==> config.mk <==
export PLATFORM = sky130hd
export DESIGN_NAME = ip_sequencer
export DESIGN_NICKNAME = d
export VERILOG_FILES = /design/src/rtl/ip_sequencer.sv
export SDC_FILE = /design/constraint.sdc
export NUM_CORES = 1
export LEC_CHECK = 0
export ABC_CLOCK_PERIOD_IN_PS = 1800
export BUFFER_PORTS_ARGS = -buffer_cell sky130_fd_sc_hd__clkbuf_2
export CAP_MARGIN = 20
export CORE_AREA = 2 2 67 69
export DETAILED_ROUTE_END_ITERATION = 7
export DIE_AREA = 0 0 69 71
export PLACE_DENSITY = 0.74
export SLEW_MARGIN = 20
export SYNTH_ARGS = -nofsm -noshare
export SYNTH_HDL_FRONTEND = slang
export SYNTH_SLANG_ARGS = --single-unit
==> constraint.sdc <==
create_clock -name Clock -period 1.8 [get_ports Clock]
set_clock_uncertainty 0.15 [all_clocks]
set_input_delay 0.27 -clock Clock [delete_from_list [all_inputs] [get_ports Clock]]
set_output_delay 0.27 -clock Clock [all_outputs]
set_load 0.01 [all_outputs]
==> src/rtl/ip_sequencer.sv <==
`timescale 1ns/1ps
// ip_sequencer
//   Paces CPU instruction execution and owns the instruction pointer. A pacing
//   counter produces a slow execute tick (every CNT_MAX+1 cycles), or a tick
//   every cycle while Turbo is on. On each tick the instruction presented on
//   Instr is executed: IP advances by one or jumps to Instr[7:0]. A WAIT
//   instruction stalls until a Sample press has been seen.
//
//   Optional build macro IP_SEQ_SINGLE_STEP_EN adds StepMode/StepBtn. While
//   StepMode is on, the only tick source is a StepBtn rising edge.
//
// Ports
//   Clock    in   system clock, all state on posedge
//   Reset    in   synchronous, active-high
//   Turbo    in   async switch, high = tick every cycle
//   Sample   in   async push-button, rising edge releases a wait
//   Instr    in   35-bit instruction at IP ([34:33] jump mode, [32] WAIT, [7:0] target)
//   Cond     in   condition flag for conditional jumps
//   IP       out  instruction pointer / ROM address
//   Go       out  one-cycle pulse, previous IP executed at this edge
//   Waiting  out  high while stalled on a WAIT instruction
//   StepMode in   (IP_SEQ_SINGLE_STEP_EN only) single-step enable
//   StepBtn  in   (IP_SEQ_SINGLE_STEP_EN only) single-step button
module ip_sequencer #(
    parameter int unsigned CNT_MAX = 12500000,
    parameter int unsigned CNT_W   = 24
) (
    input  logic        Clock,
    input  logic        Reset,
    input  logic        Turbo,
    input  logic        Sample,
    input  logic [34:0] Instr,
    input  logic        Cond,
    output logic [7:0]  IP,
    output logic        Go,
    output logic        Waiting
`ifdef IP_SEQ_SINGLE_STEP_EN
    ,
    input  logic        StepMode,
    input  logic        StepBtn
`endif
);

    typedef enum logic [0:0] {
        ST_RUN  = 1'b0,
        ST_WAIT = 1'b1
    } state_t;

    state_t           state;
    logic             turbo_q1, turbo_q2;
    logic             sample_q1, sample_q2;
    logic             pend;
    logic [CNT_W-1:0] cnt;

    logic             slow_tick;
    logic             tick;
    logic             sample_edge;
    logic             sample_ok;
    logic             wait_flag;
    logic             taken;
    logic             execute;
    logic             unused_instr_bits;

    assign unused_instr_bits = ^Instr[31:8];

    assign slow_tick   = (cnt == CNT_W'(CNT_MAX));
    assign sample_edge = sample_q1 & ~sample_q2;
    // A press arriving in the same cycle as the tick already counts.
    assign sample_ok   = pend | sample_edge;
    assign wait_flag   = Instr[32];

`ifdef IP_SEQ_SINGLE_STEP_EN
    logic step_mode_q1, step_mode_q2;
    logic step_btn_q1, step_btn_q2;

    always_ff @(posedge Clock) begin
        if (Reset) begin
            step_mode_q1 <= 1'b0;
            step_mode_q2 <= 1'b0;
            step_btn_q1  <= 1'b0;
            step_btn_q2  <= 1'b0;
        end else begin
            step_mode_q1 <= StepMode;
            step_mode_q2 <= step_mode_q1;
            step_btn_q1  <= StepBtn;
            step_btn_q2  <= step_btn_q1;
        end
    end

    assign tick = step_mode_q2 ? (step_btn_q1 & ~step_btn_q2)
                               : (slow_tick | turbo_q2);
`else
    assign tick = slow_tick | turbo_q2;
`endif

    always_comb begin
        unique case (Instr[34:33])
            2'b00:   taken = 1'b0;
            2'b01:   taken = 1'b1;
            2'b10:   taken = Cond;
            default: taken = ~Cond;
        endcase
    end

    always_comb begin
        execute = 1'b0;
        if (tick) begin
            unique case (state)
                ST_RUN:  execute = ~(wait_flag & ~sample_ok);
                ST_WAIT: execute = sample_ok;
                default: execute = 1'b0;
            endcase
        end
    end

    always_ff @(posedge Clock) begin
        if (Reset) begin
            state     <= ST_RUN;
            IP        <= '0;
            Go        <= 1'b0;
            Waiting   <= 1'b0;
            cnt       <= '0;
            pend      <= 1'b0;
            turbo_q1  <= 1'b0;
            turbo_q2  <= 1'b0;
            sample_q1 <= 1'b0;
            sample_q2 <= 1'b0;
        end else begin
            turbo_q1  <= Turbo;
            turbo_q2  <= turbo_q1;
            sample_q1 <= Sample;
            sample_q2 <= sample_q1;

            cnt <= slow_tick ? '0 : cnt + CNT_W'(1);

            // An executed WAIT consumes the press, including a same-cycle one.
            pend <= (execute & wait_flag) ? 1'b0 : (pend | sample_edge);

            Go <= execute;
            if (execute)
                IP <= taken ? Instr[7:0] : IP + 8'd1;

            unique case (state)
                ST_RUN: begin
                    if (tick && !execute) begin
                        state   <= ST_WAIT;
                        Waiting <= 1'b1;
                    end
                end
                ST_WAIT: begin
                    if (execute) begin
                        state   <= ST_RUN;
                        Waiting <= 1'b0;
                    end
                end
                default: begin
                    state   <= ST_RUN;
                    Waiting <= 1'b0;
                end
            endcase
        end
    end

endmodule

Word level (Yosys, flattened, before mapping)
Cells that the tools add are included.
{ "op_classes": {"n_shift": 0, "n_reduce_logical": 6, "div_mod_pow": 0, "multipliers": 0, "n_addsub": 2, "bitwise_logic": 10, "muxes": 10, "eq_ne": 5, "order_cmp": 0} }
{ "ops": {"columns": ["op", "n"], "rows": [
  ["$add 24x1->24 const B", 1],
  ["$eq 24x24->1 const B", 1],
  ["$add 8x1->8 const B", 1],
  ["$mux 8", 1],
  ["$pmux 1 s2", 3],
  ["$mux 1", 5],
  ["$not 1->1", 5],
  ["$reduce_or 2->1", 2],
  ["$and 1x1->1", 3],
  ["$pmux 1 s3", 1],
  ["$eq 2x1->1 const B", 1],
  ["$eq 2x2->1 const B", 1],
  ["$logic_not 2->1", 1],
  ["$ne 2x1->1 const B", 1],
  ["$ne 2x2->1 const B", 1],
  ["$or 1x1->1", 2],
  ["$reduce_and 2->1", 1],
  ["$logic_and 1x1->1", 1],
  ["$logic_not 1->1", 1]
]} }
{ "totals": {"romBits": 0, "register_bits": 40, "memories": 0, "ram_bits": 0, "latch_bits": 0} }

Logic depth before layout (Yosys ltp)
{ "logic_depth": {"word_depth": 12, "ltp_mapped": 8} }

Worst setup path after synthesis
Ideal clock, no wire load.
{ "synth_path": {"kind": "register to register", "start": "register cnt[0]", "end": "register IP[4]", "arrival_time_ns": 1.587, "stages_incl_launch_ff": 9, "path_slack_ns": -0.055, "cell_sequence": "dfxtp_1 > inv_1 > ha_1 > nor4bb_1 > nand2_1 > o31ai_4 > buf_6 > nand2_1 > a32o_1"} }
{ "synth_between": {"elab_chain_cells": 3} }
{ "synth_rtl": {"columns": ["item", "line", "source"], "rows": [
  ["from (decl)", "53", "logic [CNT_W-1:0] cnt;"],
  ["from (signal assigned)", "134", "cnt <= slow_tick ? '0 : cnt + CNT_W'(1);"],
  ["$eq 24x24->1", "66", "assign slow_tick = (cnt == CNT_W'(CNT_MAX));"],
  ["$or 1x1->1", "93", "assign tick = slow_tick | turbo_q2;"],
  ["$mux 1", "107", "if (tick) begin"],
  ["to (signal assigned)", "141", "IP <= taken ? Instr[7:0] : IP + 8'd1;"],
  ["to (decl)", "34", "output logic [7:0] IP,"]
]} }
Every way passes these cells.
A chain may end at the register's enable or synchronous reset.

Worst setup path in the final report
{ "layout_path": {"start": "register cnt[1]", "end": "register IP[4]"} }
Same word-level chain as after synthesis.

==> flow_metrics.tcl <==
set metrics [dict create \
    status "finished, violations left" \
    violations "setup timing" \
    ys_async_sr_fraction_pct 0 \
    drt_pass1_iterations 4 \
    maxSlewViolCount 0 \
    layout.nets 330 \
    drt_iter0_markers 67 \
    diodes 0 \
    grtUsageTotal_pct 17.5 \
    drv_cap 0 \
    syn-cell-area_mm2 0.00191 \
    rr_worst_depth 8 \
    path_clk_slew_ps 80 \
    grt_pass1_vias 1597 \
    grt_first_pass_wirelength_um 7020 \
    port_buffers 25 \
    cp.arrival_ps 1930 \
    initial_core_util_pct 45.5 \
    cts_tree "done" \
    setup_violations 8 \
    rr_endpoint "IP[4]" \
    antenna_found_initial 0 \
    setup_ws_ps -85.2 \
    cts_buffer_depth 2 \
    static-leakage-power_nw 1.11 \
    synth-edff-count 0 \
    ys_types 39 \
    io_pins 50 \
    hpwlAfterDp_um 2880 \
    wl_per_cell_um 12.9 \
    critPathMaxFanout 7 \
    via_count 1783 \
    overflow 0 \
    h-tree-depth 2 \
    rr_startpoint "cnt[1]" \
    core_area_mm2 0.00420 \
    numClockSinks 40 \
    r2r_setup_slack_ps -90 \
    drive_gt1_share_pct 38.9 \
    syn2layout_area_growth_pct 42.7 \
    ys_warn_count 0 \
    dpl_cell_area_mm2 0.00237 \
    gp_congestion 0.788 \
    hold_end "pend" \
    synth_flop_cell "dfxtp_1" \
    insertion_delay_ps 300 \
    hp-class "in -> reg" \
    critical_path_required_ps 1850 \
    rsz0062_at_grt "true" \
    layout_common_cells "dfxtp_1, buf_4, nor2_1" \
    drc 0 \
    seq_area_frac_synth_pct 41.8 \
    finalCritPeriodShare_pct 105 \
    setup.worst_path.start_class "flip-flop" \
    via_per_inst 5.24 \
    rows 24 \
    tightestPinTransition_ps 407 \
    final_area_mm2 0.00273 \
    die_w_um 69 \
    slew_headroom_pct 72.7 \
    synth_seq_cells 40 \
    wl_um 4380 \
    synth_fp_nets 263 \
    min-delay-start "Instr[32]" \
    syn_inst 220 \
    fmax_ghz 0.530 \
    critPathKind "reg -> reg" \
    syn_avg_cell_area_um2 8.70 \
    clockRootBuffer "clkbuf_8" \
    power_density_mw_per_mm2 706 \
    dieArea_mm2 0.00490 \
    peakVddDrop_v 0.000424 \
    die_y_um 71 \
    setup_tns_ps -288 \
    ant_nets 0 \
    numCtsBuffers 5 \
    finalHoldViolations 0 \
    critPathCaptureType "flip-flop" \
    period_minus_slack_ps 1890 \
    layout_commonest_cell "dfxtp_1" \
    grt_max_degree 25 \
    hold_depth 2 \
]
## logic make-up after synthesis
kind of cell / Yosys count / synth area share [%]
adder cells (fa/ha/maj): 3 / 1.96
AO/OA/AOI/OAI: 33 / 12.8
multiplexers: 2 / 1.05
flip-flops: 40 / 41.8
buffers and inverters: 15 / 3.53
AND/OR/NAND/NOR: 107 / 29.7
XOR/XNOR: 20 / 9.15
## through the flow
| stage | setup slack (ps) | std cells | util (%) | power, mW | hold slack [ps] |
|---|---|---|---|---|---|
| after floorplan | 17.6 | 220 | - | 1.03 | 210 |
| after global placement | -74.6 | 327 | 56.5 | 1.10 | 269 |
| after detailed placement | -90.1 | 327 | 56.5 | 1.11 | 281 |
| after CTS | -61.9 | 339 | 61.9 | 1.93 | 9.10 |
| after global routing | -162 | 340 | 65.0 | 2.01 | 23.6 |
| final | -85.2 | 340 | 65.0 | 1.93 | 13.3 |
## Yosys cell counts, drive strengths merged, types with 3 or more instances
cell	n	area, µm²
a21oi	9	45.0
and3	4	25.0
and4	3	26.3
buf	3	21.3
clkbuf	5	20.0
dfxtp	40	801
ha	3	37.5
inv	7	26.3
nand2	22	82.6
nand2b	3	18.8
nand3	11	55.1
nand4	5	46.3
nor2	30	113
nor2b	7	43.8
nor3	9	45.0
nor4	3	18.8
o21a	4	30.0
o21ai	6	30.0
o31ai	4	43.8
o32ai	4	35.0
or3	5	31.3
xnor2	11	96.3
xor2	9	78.8
## power breakdown
part           leakage, nW  switching (mW)  internal, mW
registers            0.326          0.0161         0.907
clock network       0.0645           0.322         0.489
logic                0.719          0.0976        0.0979
## timing repair
item / CTS / global route
pin swaps: 8 / 12
setup buffers: 4 / 3
hold buffers: 0 / 0
setup endpoints to repair: 9 / 34
gates resized for setup: 18 / 26
## state kept, by name, summed over array words and instances, names as in the netlist, named ones only
register / count
sample_q2: 1
turbo_q1: 1
pend: 1
cnt: 24
sample_q1: 1
Waiting: 1
IP: 8
Go: 1
turbo_q2: 1
## how the worst max path moves through the flow
stage / start / to
floorplan: cnt[8] / IP[4]
global placement: cnt[0] / IP[4]
detailed placement: cnt[1] / IP[7]
CTS: cnt[1] / IP[4]
global route: cnt[0] / IP[4]
finish: cnt[1] / IP[4]
## area by class of cell
type / count / area [µm²]
Timing Repair Buffer: 68 / 495
Clock inverter: 1 / 30.0
Multi-Input combinational cell: 165 / 1210
Fill cell: 330 / 1470
Tap cell: 52 / 65.1
Sequential cell: 40 / 806
Clock buffer: 7 / 96.3
Inverter: 7 / 26.3
## critical path: stages, from the launching register on
cell and delay (ps):
dfxtp_2 330, inv_2 60, ha_4 120, nor4bb_2 210, nand2_1 150, o31ai_4 350
buf_6 180, nand2_2 50, a32o_1 190
## per-layer routing
layer / up-vias / global-route usage (%) / wire [µm]
li1: 903 / - / -
met1: 846 / 22.7 / 2050
met2: 27 / 28.1 / 2120
met3: 7 / 4.56 / 145
met4: 0 / 6.54 / 67
met5: - / 0 / 0
(Power assumes the default switching activity.)
